## config.mk

```make
export PLATFORM = sky130hd
export DESIGN_NAME = alu_trace_buffer
export DESIGN_NICKNAME = d
export VERILOG_FILES = /design/src/rtl/alu_trace_pkg.sv /design/src/rtl/trace_fifo.sv /design/src/rtl/alu_trace_buffer.sv
export SDC_FILE = /design/constraint.sdc
export NUM_CORES = 1
export LEC_CHECK = 0
export CAP_MARGIN = 20
export CELL_PAD_IN_SITES_DETAIL_PLACEMENT = 0
export CELL_PAD_IN_SITES_GLOBAL_PLACEMENT = 1
export CORE_UTILIZATION = 40
export CTS_CLUSTER_SIZE = 25
export DETAILED_ROUTE_END_ITERATION = 6
export HOLD_SLACK_MARGIN = 0.15
export PLACE_DENSITY = 0.7
export SLEW_MARGIN = 0
export SYNTH_ARGS = -nofsm -noshare
export SYNTH_HDL_FRONTEND = slang
export SYNTH_SLANG_ARGS = --single-unit
```

## constraint.sdc

```tcl
create_clock -name clk -period 8.91 [get_ports clk]
set_input_delay 2.673 -clock clk [delete_from_list [all_inputs] [get_ports clk]]
set_output_delay 2.673 -clock clk [all_outputs]
set_load 0.005 [all_outputs]
```

## src/rtl/alu_trace_pkg.sv

```systemverilog
// Shared state encoding and default sizing for the ALU trace buffer.
package alu_trace_pkg;

  localparam int DEFAULT_DATA_W = 32;
  localparam int DEFAULT_DEPTH  = 16;

  typedef enum logic [1:0] {
    ST_IDLE    = 2'd0,
    ST_ARMED   = 2'd1,
    ST_CAPTURE = 2'd2,
    ST_DONE    = 2'd3
  } trace_state_e;

endpackage : alu_trace_pkg

```

## src/rtl/trace_fifo.sv

```systemverilog
// Circular storage for captured ALU words. The caller decides acceptance;
// push_i/pop_i are only asserted for transfers that must happen.
module trace_fifo
  import alu_trace_pkg::*;
#(
  parameter int DATA_W = DEFAULT_DATA_W,
  parameter int DEPTH  = DEFAULT_DEPTH
) (
  input  logic                     clk,
  input  logic                     rst_n,
  input  logic                     clear_i,
  input  logic                     push_i,
  input  logic [DATA_W-1:0]        push_data_i,
  input  logic                     pop_i,
  output logic [DATA_W-1:0]        pop_data_o,
  output logic                     pop_valid_o,
  output logic [$clog2(DEPTH):0]   count_o,
  output logic                     full_o,
  output logic                     empty_o
);

  localparam int PTR_W = $clog2(DEPTH);
  localparam int CNT_W = PTR_W + 1;

  logic [DATA_W-1:0] mem [DEPTH];
  logic [PTR_W-1:0]  wr_ptr_q, rd_ptr_q;
  logic [CNT_W-1:0]  count_q;
  logic [DATA_W-1:0] pop_data_q;
  logic              pop_valid_q;

  // NOTE: the storage array has no reset; emptiness is defined by count and
  // pointers alone, so clearing them is enough and keeps the array as plain RAM.
  always_ff @(posedge clk) begin
    if (push_i && !clear_i) begin
      mem[wr_ptr_q] <= push_data_i;
    end
  end

  // NOTE: sequential state uses non-blocking assignments so every register
  // samples the pre-edge values, independent of statement order.
  always_ff @(posedge clk or negedge rst_n) begin
    if (!rst_n) begin
      wr_ptr_q    <= '0;
      rd_ptr_q    <= '0;
      count_q     <= '0;
      pop_data_q  <= '0;
      pop_valid_q <= 1'b0;
    end else if (clear_i) begin
      wr_ptr_q    <= '0;
      rd_ptr_q    <= '0;
      count_q     <= '0;
      pop_valid_q <= 1'b0;
    end else begin
      pop_valid_q <= pop_i;
      if (push_i) begin
        wr_ptr_q <= wr_ptr_q + PTR_W'(1);
      end
      if (pop_i) begin
        rd_ptr_q   <= rd_ptr_q + PTR_W'(1);
        pop_data_q <= mem[rd_ptr_q];
      end
      case ({push_i, pop_i})
        2'b10:   count_q <= count_q + CNT_W'(1);
        2'b01:   count_q <= count_q - CNT_W'(1);
        default: count_q <= count_q;
      endcase
    end
  end

  assign pop_data_o  = pop_data_q;
  assign pop_valid_o = pop_valid_q;
  assign count_o     = count_q;
  assign full_o      = (count_q == CNT_W'(DEPTH));
  assign empty_o     = (count_q == '0);

endmodule : trace_fifo

```

## src/rtl/alu_trace_buffer.sv

```systemverilog
// Triggered capture of retired ALU results into a readable trace FIFO.
// Optional running signature enabled by defining ALU_TRACE_SIGNATURE_EN.
module alu_trace_buffer
  import alu_trace_pkg::*;
#(
  parameter int DATA_W       = DEFAULT_DATA_W,
  parameter int DEPTH        = DEFAULT_DEPTH,
  parameter int STOP_ON_FULL = 1
) (
  input  logic                   clk,
  input  logic                   reset,
  input  logic [DATA_W-1:0]      alu_out,
  input  logic                   alu_valid,
  input  logic                   arm,
  input  logic                   stop,
  input  logic                   clear,
  input  logic [DATA_W-1:0]      trig_value,
  input  logic [DATA_W-1:0]      trig_mask,
  input  logic                   rd_en,
  output logic [DATA_W-1:0]      rd_data,
  output logic                   rd_valid,
  output logic [$clog2(DEPTH):0] count,
  output logic                   full,
  output logic                   empty,
  output logic                   overflow,
  output logic [1:0]             state,
  output logic [DATA_W-1:0]      signature
);

  localparam int CNT_W = $clog2(DEPTH) + 1;

  trace_state_e state_q, state_d;
  logic         overflow_q;
  logic         trig_hit, push_req, push_acc, pop_acc, going_full;

  always_comb begin
    // NOTE: every combinational output gets a default first so no path can
    // leave it unassigned and infer a latch.
    state_d    = state_q;
    pop_acc    = rd_en && !empty && !clear;
    trig_hit   = alu_valid && (((alu_out ^ trig_value) & trig_mask) == '0);
    push_req   = !clear && ((state_q == ST_ARMED && !stop && trig_hit) ||
                            (state_q == ST_CAPTURE && alu_valid));
    push_acc   = push_req && (!full || pop_acc);
    going_full = push_acc && !pop_acc && (count == CNT_W'(DEPTH - 1));

    if (clear) begin
      state_d = ST_IDLE;
    end else begin
      case (state_q)
        ST_IDLE: begin
          if (arm && !stop) state_d = ST_ARMED;
        end
        ST_ARMED: begin
          if (stop)          state_d = ST_DONE;
          else if (trig_hit) state_d = ST_CAPTURE;
        end
        ST_CAPTURE: begin
          // Stop on the write that fills the buffer, so the next word is not dropped.
          if (stop || ((STOP_ON_FULL != 0) && (going_full || (full && !pop_acc))))
            state_d = ST_DONE;
        end
        ST_DONE: begin
          if (arm && !stop) state_d = ST_ARMED;
        end
        default: state_d = ST_IDLE;
      endcase
    end
  end

  always_ff @(posedge clk or negedge reset) begin
    if (!reset) begin
      state_q    <= ST_IDLE;
      overflow_q <= 1'b0;
    end else begin
      state_q <= state_d;
      if (clear)                      overflow_q <= 1'b0;
      else if (push_req && !push_acc) overflow_q <= 1'b1;
    end
  end

`ifdef ALU_TRACE_SIGNATURE_EN
  logic [DATA_W-1:0] signature_q;

  always_ff @(posedge clk or negedge reset) begin
    if (!reset) begin
      signature_q <= '0;
    end else if (clear) begin
      signature_q <= '0;
    end else if (push_acc) begin
      signature_q <= {signature_q[DATA_W-2:0], signature_q[DATA_W-1]} ^ alu_out;
    end
  end

  assign signature = signature_q;
`else
  assign signature = '0;
`endif

  trace_fifo #(
    .DATA_W (DATA_W),
    .DEPTH  (DEPTH)
  ) u_fifo (
    .clk         (clk),
    .rst_n       (reset),
    .clear_i     (clear),
    .push_i      (push_acc),
    .push_data_i (alu_out),
    .pop_i       (pop_acc),
    .pop_data_o  (rd_data),
    .pop_valid_o (rd_valid),
    .count_o     (count),
    .full_o      (full),
    .empty_o     (empty)
  );

  assign overflow = overflow_q;
  assign state    = state_q;

endmodule : alu_trace_buffer

```

==> results of run 1 <==
==> worst reg2reg max path, stage by stage, from the launching register on <==
cell	delay (ns)
dfrtp_1	0.40
inv_1	0.11
ha_1	0.17
nor2b_1	0.44
a31oi_4	0.35
nand2b_1	0.66
nor4_2	0.58
buf_4	0.37
==> stage by stage <==
stage | utilization, % | hold slack [ns] | cell area, um^2
floorplan | - | 0.4733 | 22820
global placement | 45.05 | 0.4642 | 25060
detailed placement | 45.05 | 0.4738 | 25060
CTS | 48.19 | 0.4882 | 26810
global route | 48.19 | 0.5120 | 26810
finish | 48.19 | 0.4826 | 26810
==> layout make-up <==
cell class / count / area share (%)
Clock buffer: 71 / 5.665
Tap cell: 748 / 3.491
Multi-Input combinational cell: 643 / 21.32
Clock inverter: 31 / 0.8540
Timing Repair Buffer: 185 / 6.562
Inverter: 12 / 0.1680
Sequential cell: 561 / 61.94
==> report_power, final <==
group	internal (mW)	total (mW)	switching, mW
sequential	2.96	3.01	0.0513
clock	1.29	2.26	0.972
combinational	0.269	0.511	0.242
total	4.51	5.78	1.27
==> logic make-up (layout without fill, tap and decap cells) <==
group / Yosys count / after routing / synth area share [%]
simple gates: 188 / 188 / 3.715
compound gates: 172 / 172 / 5.915
fa+ha+maj: 12 / 12 / 0.6945
flops: 561 / 561 / 73.13
other cells: 1 / 32 / 0.01652
mux: 201 / 201 / 12.41
buf+inv: 118 / 299 / 2.646
xor+xnor: 38 / 38 / 1.466
==> worst max path at each step <==
stage | slack (ns) | start | to | depth (start not counted)
CTS | 2.08 | alu_out[15] | u_fifo.mem[1][4]$_DFFE_PP_ | 9
finish | 2.06 | alu_out[15] | u_fifo.mem[0][5]$_DFFE_PP_ | 9
global route | 1.71 | alu_out[9] | u_fifo.mem[1][4]$_DFFE_PP_ | 9
global placement | 1.65 | alu_out[15] | u_fifo.count_o[3]$_DFFE_PN0P_ | 14
detailed placement | 1.45 | alu_out[15] | u_fifo.mem[1][2]$_DFFE_PP_ | 9
floorplan | 1.36 | trig_value[10] | u_fifo.mem[0][0]$_DFFE_PP_ | 8
==> synth_stat cells (2+ instances only) <==
library cell | count | area (um^2)
edfxtp_1 | 512 | 15370
mux2i_1 | 133 | 1331
nand2_1 | 116 | 435.4
o221ai_1 | 96 | 840.8
mux4_2 | 64 | 1441
dfrtp_1 | 49 | 1226
clkbuf_1 | 39 | 146.4
xor2_1 | 37 | 324.1
buf_4 | 33 | 247.7
buf_2 | 21 | 105.1
nor3_1 | 19 | 95.09
o21ai_0 | 19 | 95.09
o21ai_1 | 16 | 80.08
a22oi_1 | 15 | 112.6
nor2_1 | 14 | 52.55
buf_1 | 12 | 45.04
inv_1 | 12 | 45.04
ha_1 | 11 | 137.6
nand4_1 | 9 | 56.30
nor4_1 | 9 | 56.30
a21oi_1 | 8 | 40.04
nand2b_1 | 5 | 31.28
mux2_2 | 4 | 45.04
nor2b_1 | 4 | 25.02
or3_1 | 3 | 18.77
a211o_1 | 2 | 17.52
nand3_1 | 2 | 10.01
nor2_2 | 2 | 12.51
o21a_1 | 2 | 15.01
o21ai_2 | 2 | 17.52
o32ai_1 | 2 | 17.52
==> per-layer routing <==
metal | up-vias | track usage, %
met4 | 4 | 3.860
met3 | 63 | 4.765
met1 | 6199 | 26.18
li1 | 5460 | -
met5 | - | 0
met2 | 388 | 30.43
==> cell usage in the layout (no fill, tap or decap), types with 19 or more instances in the layout <==
cell,count
o21ai_0,19
buf_4,39
clkdlybuf4s50_1,144
xor2_1,37
edfxtp_1,512
nand2_1,114
o221ai_1,96
mux4_2,64
clkbuf_16,57
dfrtp_1,47
mux2i_1,133
conb_1,32
==> flip-flops by register name, summed over array words and instances, names as in the netlist <==
name	count
state	2
u_fifo.rd_ptr_q	4
u_fifo.mem	512
u_fifo.pop_data_o	32
u_fifo.count_o	5
u_fifo.pop_valid_o	1
u_fifo.wr_ptr_q	4
overflow	1
==> results.py, run 1 <==
metrics = {
    "pwr": {
        "post_route_total_power_mw": 5.777,
        "p_per_area_mw_per_mm2": 215.5,
        "power.leakage_nw": 8.429,
        "max-vdd-ir-drop_mv": 0.1325,
    },
    "sta": {
        "timing.final.setup_violations": 0,
        "fin_tns_setup_ns": 0,
        "worst_slack_ns": 2.062,
        "setup_skew_after_layout_ns": 0.02207,
        "number_of_max_slew_violations_in_the_final_report": 0,
        "setup_repair_after_global_routing_missed_its_margin": "no",
        "min_period_over_period_pct": 76.85,
        "finalCriticalPeriod_ns": 6.848,
        "timing_worst_slew_pin_value_ns": 1.030,
        "slew_headroom_pct": 31.35,
        "hold_violations": 0,
        "max_clock_freq_mhz": 146.0,
    },
    "global_route": {
        "grt_overflow": 0,
        "initial_antenna_violation_count": 2,
        "groute.usage.overall_pct": 18.95,
        "wire_length_of_the_first_global_routing_pass_mm": 79.36,
        "grt_start_max_net_pins": 99,
        "via_count_of_the_first_global_routing_pass": 12430,
    },
    "setup_path": {
        "critPathMaxStageDelay_ns": 0.81,
        "worst_path_buffer_plus_inverter_count": 2,
        "critical_path.cell_chain": "clkdlybuf4s50_1 > xor2_1 > a22oi_1 > nand4_1 > nor3_4 > a31oi_4 > nand2b_1 > nor4_2 > buf_4",
        "ff2ff_setup_slack_ns": 5.47,
        "critical_path.max_fanout": 19,
        "end_kind": "flop",
        "crit-reg2reg-capture": "u_fifo.mem[0][5]$_DFFE_PP_",
        "crit-reg2reg-launch": "state[1]$_DFFE_PN0P_",
        "worstPathRequired_ns": 9.17,
        "ff2ff_path_depth": 7,
        "critPathLaunchType": "input port",
        "critical_path.slowest_cell": "clkdlybuf4s50_1",
        "classification_of_the_worst_setup_path": "in -> reg",
        "worst_ep_arrival_time_ns": 7.11,
        "timing.critical_path.max_delay_family": "simple AND/OR/NAND/NOR gates",
    },
    "die": {
        "die_area_mm2": 0.05771,
        "floorplan.die.width_um": 240.2,
        "die_h_um": 240.2,
        "core_region_area_mm2": 0.05563,
        "initial_core_util_pct": 40.80,
        "num_rows": 86,
        "boundaryPins": 178,
    },
    "flow_run": {
        "maxCapViolCount": 0,
    },
    "detailed_routing": {
        "wl_mm": 53.54,
        "route.met3.wl_mm": 3.650,
        "routedLengthMet1_mm": 23.78,
        "dr_wl_met2_mm": 25.37,
        "num_vias": 12110,
        "top_layer_used": "met5",
        "drt_first_pass_iters": 4,
        "post_drt_via_cell_ratio": 5.382,
        "drt-initial-drc-count": 939,
        "antenna_left": 0,
        "drc": 0,
        "route.detailed.wl_per_inst_um": 23.78,
    },
    "cts": {
        "cts_made_buffers": 56,
        "cts_repair_resize_count": 0,
        "clock_sinks": 561,
        "tritoncts": "yes",
        "clock_tree.root_cell": "clkbuf_16",
        "cts_buffer_depth": 3,
        "post-cts-setup-buffers": 0,
        "htree_levels": 2,
        "holdBufCountCts": 0,
        "clk-insertion-delay-late_ns": 0.60,
        "worst_setup_hold_path_clk_slew_ns": 0.06,
    },
    "final_layout": {
        "layout.cells.non_filler": 2251,
        "area_delta_synth_final_pct": 18.11,
        "multi_input_area_mm2": 0.005717,
        "filler_cell_count": 4715,
        "drive_above_1_share_pct": 14.77,
        "seqCellArea_mm2": 0.01661,
        "insertedDiodeCount": 0,
        "final_nets": 1574,
    },
    "placed_design": {
        "place_congestion": 0.7550,
        "buffer_ports.inserted": 145,
        "hpwl_mm": 31.67,
        "dp_slack_ns": 1.447,
        "dp.cells": 2149,
    },
    "hold_path": {
        "hold_path.class": "reg -> reg",
        "worstHoldEndpoint": "u_fifo.pop_data_o[21]$_DFFE_PN0P_",
        "hold_path_startpoint": "u_fifo.pop_data_o[21]$_DFFE_PN0P_",
        "hold_path_depth": 2,
    },
    "synth": {
        "yosys_most_used_dff": "edfxtp_1",
        "synthesis.area_per_instance_um2": 17.58,
        "syn-instance-count": 1291,
        "mappedNetlistArea_mm2": 0.02270,
        "synth_enable_flop_cells": 512,
        "async_reset_ff_share_pct": 8.734,
        "synth-seq-cells": 561,
        "netlist-cell-type-count": 50,
        "seq_area_frac_synth_pct": 73.13,
        "yosysWarnings": 0,
    },
    "outcome": {
        "status": "finished, final reports clean",
    },
}
Power figures use the tool's default switching activity.
==> run 2, diff against run 1 <==
==> constraint.sdc (replaced) <==
create_clock -name clk -period 7.08 [get_ports clk]
set_input_delay 2.124 -clock clk [delete_from_list [all_inputs] [get_ports clk]]
set_output_delay 2.124 -clock clk [all_outputs]
set_load 0.005 [all_outputs]
==> results.py, run 2 (synthesis results as in run 1) <==
metrics = {
    "outcome": {
        "status": "finished, final reports clean",
    },
    "hold_path": {
        "hold_path_depth": 2,
        "hold_path_startpoint": "u_fifo.pop_data_o[22]$_DFFE_PN0P_",
        "hold_path.class": "reg -> reg",
    },
    "sta": {
        "setup_repair_after_global_routing_missed_its_margin": "no",
        "finalCriticalPeriod_ns": 5.896,
        "timing_worst_slew_pin_value_ns": 1.040,
        "timing.final.setup_violations": 0,
        "max_clock_freq_mhz": 169.6,
        "number_of_max_slew_violations_in_the_final_report": 0,
        "slew_headroom_pct": 30.62,
        "worst_slack_ns": 1.184,
        "setup_skew_after_layout_ns": 0.02869,
        "final.hold.worst_slack_ns": 0.4795,
        "hold_violations": 0,
        "min_period_over_period_pct": 83.28,
        "fin_tns_setup_ns": 0,
    },
    "pwr": {
        "post_route_total_power_mw": 7.286,
        "power.leakage_nw": 8.527,
        "p_per_area_mw_per_mm2": 269.5,
        "total_internal_power_mw": 5.677,
        "pwr-share-comb_pct": 9.1,
        "max-vdd-ir-drop_mv": 0.1976,
        "clockPowerShare_pct": 39.0,
        "sequentialPowerShare_pct": 51.9,
        "switching_power_mw": 1.610,
        "power.switching_fraction_pct": 22.09,
    },
    "detailed_routing": {
        "drt_first_pass_iters": 5,
        "route.detailed.wl_per_inst_um": 24.30,
        "num_vias": 12330,
        "drc": 0,
        "drt-initial-drc-count": 948,
        "antenna_left": 0,
        "post_drt_via_cell_ratio": 5.436,
        "wl_mm": 55.11,
    },
    "placed_design": {
        "dp_slack_ns": 0.6119,
        "buffer_ports.inserted": 145,
        "place_congestion": 0.7664,
        "hpwl_mm": 32.58,
    },
    "die": {
        "initial_core_util_pct": 40.80,
        "core_region_area_mm2": 0.05563,
        "floorplan.die.width_um": 240.2,
        "die_area_mm2": 0.05771,
        "boundaryPins": 178,
        "die_h_um": 240.2,
        "num_rows": 86,
    },
    "setup_path": {
        "critical_path.cell_chain": "clkdlybuf4s50_1 > xor2_1 > a22oi_1 > nand4_1 > nor2_1 > a31oi_4 > and2_1 > ha_1 > a21o_1 > a21oi_1 > xor2_1 > nor2_1 > mux2_2 > a211o_1",
        "worst_setup_path_startpoint": "alu_out[9]",
        "worst_path_buffer_plus_inverter_count": 1,
        "end_kind": "flop",
        "crit-reg2reg-launch": "state[1]$_DFFE_PN0P_",
        "worst_ep_arrival_time_ns": 6.39,
        "critical_path.slowest_cell": "xor2_1",
        "critPathLaunchType": "input port",
        "critPathMaxStageDelay_ns": 0.74,
        "total_stage_count_of_the_critical_path": 14,
        "timing.critical_path.max_delay_family": "compound AO/OA/AOI/OAI gates",
        "classification_of_the_worst_setup_path": "in -> reg",
        "ff2ff_path_depth": 7,
        "worstPathRequired_ns": 7.57,
        "critical_path.max_fanout": 19,
    },
    "global_route": {
        "grt_start_max_net_pins": 118,
        "via_count_of_the_first_global_routing_pass": 12260,
        "grt_overflow": 0,
        "initial_antenna_violation_count": 2,
        "groute.usage.overall_pct": 19.38,
        "wire_length_of_the_first_global_routing_pass_mm": 80.22,
    },
    "final_layout": {
        "drive_above_1_share_pct": 15.59,
        "insertedDiodeCount": 0,
        "largest_register_ff_count": 512,
        "leading_cell_types_in_the_layout_fill_and_taps_excluded": "edfxtp_1, clkdlybuf4s50_1, mux2i_1, nand2_1, o221ai_1",
        "final_core_util_pct": 48.61,
        "area_delta_synth_final_pct": 19.12,
        "seqCellArea_mm2": 0.01661,
        "final_nets": 1589,
        "multi_input_area_mm2": 0.005717,
        "regMostFlops": "u_fifo.mem",
        "layout.cells.most_common": "edfxtp_1",
        "filler_cell_count": 4663,
    },
    "cts": {
        "cts_made_buffers": 55,
        "htree_levels": 2,
        "clk-insertion-delay-late_ns": 0.62,
        "holdBufCountCts": 0,
        "cts_buffer_depth": 3,
        "post-cts-setup-buffers": 0,
        "worst_setup_hold_path_clk_slew_ns": 0.06,
        "cts_repair_resize_count": 0,
        "clock_sinks": 561,
        "tritoncts": "yes",
        "clock_tree.root_cell": "clkbuf_16",
    },
    "flow_run": {
        "maxCapViolCount": 0,
    },
}
## run 2: cell types whose count changed in the layout (fill, tap and decap cells not counted), sizes merged
cell / before / now
bufinv: 3 / 5
inv: 14 / 13
buf: 41 / 57
clkbuf: 71 / 63
clkinv: 25 / 33
## run 2: final cells by class
type	count	share of cell area, %
clock buffer	63	5.201
inverter	12	0.1666
tap	748	3.461
timing repair buffer	201	7.302
multi-input combinational	643	21.14
sequential	561	61.41
clock inverter	40	1.314
## run 2: worst reg2reg max path, cell delays in order (launching register included)
cell,delay (ns)
dfrtp_1,0.41
inv_1,0.12
ha_1,0.17
nor2b_1,0.47
a31oi_4,0.37
nand2b_1,0.66
nor4_2,0.43
buf_4,0.41
## run 2: through the flow
| step | cell area (um^2) | instances |
|---|---|---|
| after floorplan | 22820 | 1322 |
| after global placement | 25250 | 2164 |
| after detailed placement | 25280 | 2165 |
| after CTS | 27040 | 2268 |
| after global routing | 27040 | 2268 |
| final | 27040 | 2268 |
## run 2: power groups by stage
stage               registers [mW]  logic, mW  clock network [mW]
floorplan                     3.85      0.286                   0
global placement              3.85      0.663                   0
detailed placement            3.85      0.668                   0
CTS                           3.79      0.671                2.91
global route                  3.80      0.721                3.02
finish                        3.78      0.660                2.84
## run 2: worst paths after layout
path	endpoint	slack, ns
min	u_fifo.pop_data_o[22]$_DFFE_PN0P_	0.48
min in group asynchronous	u_fifo.pop_data_o[7]$_DFFE_PN0P_	1.68
max in group asynchronous	u_fifo.rd_ptr_q[0]$_DFFE_PN0P_	4.74
max	u_fifo.count_o[3]$_DFFE_PN0P_	1.18
max reg2reg	u_fifo.mem[2][0]$_DFFE_PP_	3.69
min reg2reg	u_fifo.pop_data_o[22]$_DFFE_PN0P_	0.48
## run 2: routing by layer
| layer | wire, um | track usage (%) | vias to the layer above |
|---|---|---|---|
| li1 | - | - | 5498 |
| met1 | 24180 | 26.99 | 6343 |
| met2 | 25700 | 30.44 | 422 |
| met3 | 4305 | 5.017 | 62 |
| met4 | 769 | 4.188 | 4 |
| met5 | 146 | 1.732 | - |
==> run 3, diff against run 2 <==
==> constraint.sdc (replaced) <==
create_clock -name clk -period 5.5 [get_ports clk]
set_input_delay 1.65 -clock clk [delete_from_list [all_inputs] [get_ports clk]]
set_output_delay 1.65 -clock clk [all_outputs]
set_load 0.005 [all_outputs]
==> results.py, run 3 (synthesis results as in run 1) <==
metrics = {
    "sta": {
        "fin_tns_setup_ns": 0,
        "setup_skew_after_layout_ns": 0.02056,
        "final.hold.worst_slack_ns": 0.4792,
        "min_period_over_period_pct": 87.33,
        "timing.final.setup_violations": 0,
        "slew_headroom_pct": 30.03,
        "setup_repair_after_global_routing_missed_its_margin": "no",
        "max_clock_freq_mhz": 208.2,
        "hold_violations": 0,
        "worst_slack_ns": 0.6971,
        "finalCriticalPeriod_ns": 4.803,
        "number_of_max_slew_violations_in_the_final_report": 0,
        "timing_worst_slew_pin_value_ns": 1.050,
    },
    "die": {
        "die_area_mm2": 0.05771,
        "die_h_um": 240.2,
        "num_rows": 86,
        "core_region_area_mm2": 0.05563,
        "floorplan.die.width_um": 240.2,
        "initial_core_util_pct": 40.80,
        "boundaryPins": 178,
    },
    "setup_path": {
        "critical_path.cell_chain": "clkdlybuf4s50_1 > buf_4 > xor2_1 > a22oi_1 > nand4_1 > nor3_4 > a31oi_4 > and2_1 > buf_4 > ha_1 > buf_4 > nor2b_1 > o21a_1 > nor3_1 > mux2i_1 > o32ai_1",
        "worst_path_buffer_plus_inverter_count": 4,
        "end_kind": "flop",
        "cp_common_cell": "buf_4",
        "critical_path.slowest_cell": "clkdlybuf4s50_1",
        "timing.critical_path.max_delay_family": "simple AND/OR/NAND/NOR gates",
        "worstPathRequired_ns": 6.02,
        "critical_path.max_fanout": 17,
        "worst_ep_arrival_time_ns": 5.32,
        "critPathLaunchType": "input port",
        "classification_of_the_worst_setup_path": "in -> reg",
        "critPathMaxStageDelay_ns": 0.46,
    },
    "final_layout": {
        "layout.cells.most_common": "edfxtp_1",
        "drive_above_1_share_pct": 17.63,
        "multi_input_area_mm2": 0.005769,
        "final_nets": 1621,
        "seqCellArea_mm2": 0.01661,
        "area_delta_synth_final_pct": 21.83,
        "final_core_util_pct": 49.71,
        "filler_cell_count": 4596,
        "insertedDiodeCount": 0,
        "largest_register_ff_count": 512,
        "regMostFlops": "u_fifo.mem",
        "leading_cell_types_in_the_layout_fill_and_taps_excluded": "edfxtp_1, clkdlybuf4s50_1, mux2i_1, nand2_1, o221ai_1",
        "layout.cells.non_filler": 2302,
    },
    "detailed_routing": {
        "drt_first_pass_iters": 5,
        "post_drt_via_cell_ratio": 5.440,
        "antenna_left": 0,
        "drc": 0,
        "num_vias": 12520,
        "route.detailed.wl_per_inst_um": 24.75,
        "drt-initial-drc-count": 984,
        "wl_mm": 56.98,
    },
    "pwr": {
        "power.leakage_nw": 8.928,
        "total_internal_power_mw": 7.655,
        "max-vdd-ir-drop_mv": 0.2202,
        "sequentialPowerShare_pct": 49.8,
        "clockPowerShare_pct": 41.4,
        "pwr-share-comb_pct": 8.9,
        "switching_power_mw": 2.132,
        "power.switching_fraction_pct": 21.78,
        "p_per_area_mw_per_mm2": 353.9,
    },
    "hold_path": {
        "hold_path.class": "reg -> reg",
    },
    "cts": {
        "post-cts-setup-buffers": 0,
        "cts_made_buffers": 56,
        "htree_levels": 2,
        "cts_repair_resize_count": 0,
        "cts_buffer_depth": 3,
        "worst_setup_hold_path_clk_slew_ns": 0.06,
        "holdBufCountCts": 0,
        "clock_sinks": 561,
        "clock_tree.root_cell": "clkbuf_16",
        "tritoncts": "yes",
        "clk-insertion-delay-late_ns": 0.63,
    },
    "global_route": {
        "via_count_of_the_first_global_routing_pass": 12660,
        "grt_start_max_net_pins": 75,
        "groute.usage.overall_pct": 20.10,
        "grt_overflow": 0,
        "wire_length_of_the_first_global_routing_pass_mm": 83.32,
        "initial_antenna_violation_count": 0,
    },
    "placed_design": {
        "buffer_ports.inserted": 145,
        "hpwl_mm": 33.32,
        "place_congestion": 0.7528,
        "dp.cells": 2196,
        "dp_slack_ns": 0.1122,
    },
    "flow_run": {
        "maxCapViolCount": 0,
    },
    "outcome": {
        "status": "finished, final reports clean",
    },
}
-- run 3: cell count changes in the layout (fill, tap and decap cells not counted), sizes merged --
cell,delta
inv,+2
buf,+31
bufinv,+6
clkinv,-5
-- run 3: area by class of cell --
cell class | instances | area share [%]
Clock buffer | 63 | 5.199
Sequential cell | 561 | 60.05
Inverter | 12 | 0.1629
Multi-Input combinational cell | 643 | 20.86
Timing Repair Buffer | 232 | 8.452
Tap cell | 748 | 3.384
Clock inverter | 43 | 1.891
-- run 3: metrics by stage --
step / total power [mW] / instance area, um^2
2_1_floorplan: 5.325 / 22870
3_3_place_gp: 5.829 / 25690
3_5_place_dp: 5.839 / 25690
4_1_cts: 9.873 / 27650
5_1_grt: 10.11 / 27650
6_report: 9.787 / 27650
-- run 3: per-layer routing --
layer | up-vias | track usage, % | wire [um]
met4 | 0 | 6.466 | 1439
met5 | - | 0 | 0
met1 | 6479 | 27.25 | 24690
met2 | 391 | 33.36 | 27750
met3 | 89 | 2.974 | 3091
li1 | 5565 | - | -
-- run 3: worst min-delay path: stages, from the launching register on --
cell,delay [ns]
dfrtp_1,0.34
nand2_1,0.05
o21ai_0,0.06
-- run 3: path summary, 6_finish.rpt --
path	from	endpoint	slack [ns]	depth (start not counted)
max	alu_out[15]	u_fifo.count_o[4]$_DFFE_PN0P_	0.70	16
min	u_fifo.pop_data_o[3]$_DFFE_PN0P_	u_fifo.pop_data_o[3]$_DFFE_PN0P_	0.48	2
max in group asynchronous	reset	u_fifo.rd_ptr_q[0]$_DFFE_PN0P_	3.48	2
min reg2reg	u_fifo.pop_data_o[3]$_DFFE_PN0P_	u_fifo.pop_data_o[3]$_DFFE_PN0P_	0.48	2
max reg2reg	u_fifo.rd_ptr_q[1]$_DFFE_PN0P_	u_fifo.pop_data_o[26]$_DFFE_PN0P_	2.02	5
min in group asynchronous	reset	u_fifo.pop_data_o[5]$_DFFE_PN0P_	1.02	1
-- run 3: power by group through the flow --
| stage | Clock (mW) | Combinational, mW | Sequential (mW) |
|---|---|---|---|
| floorplan | 0 | 0.371 | 4.95 |
| global placement | 0 | 0.873 | 4.96 |
| detailed placement | 0 | 0.880 | 4.96 |
| CTS | 4.12 | 0.883 | 4.87 |
| global route | 4.27 | 0.953 | 4.89 |
| finish | 4.05 | 0.870 | 4.87 |
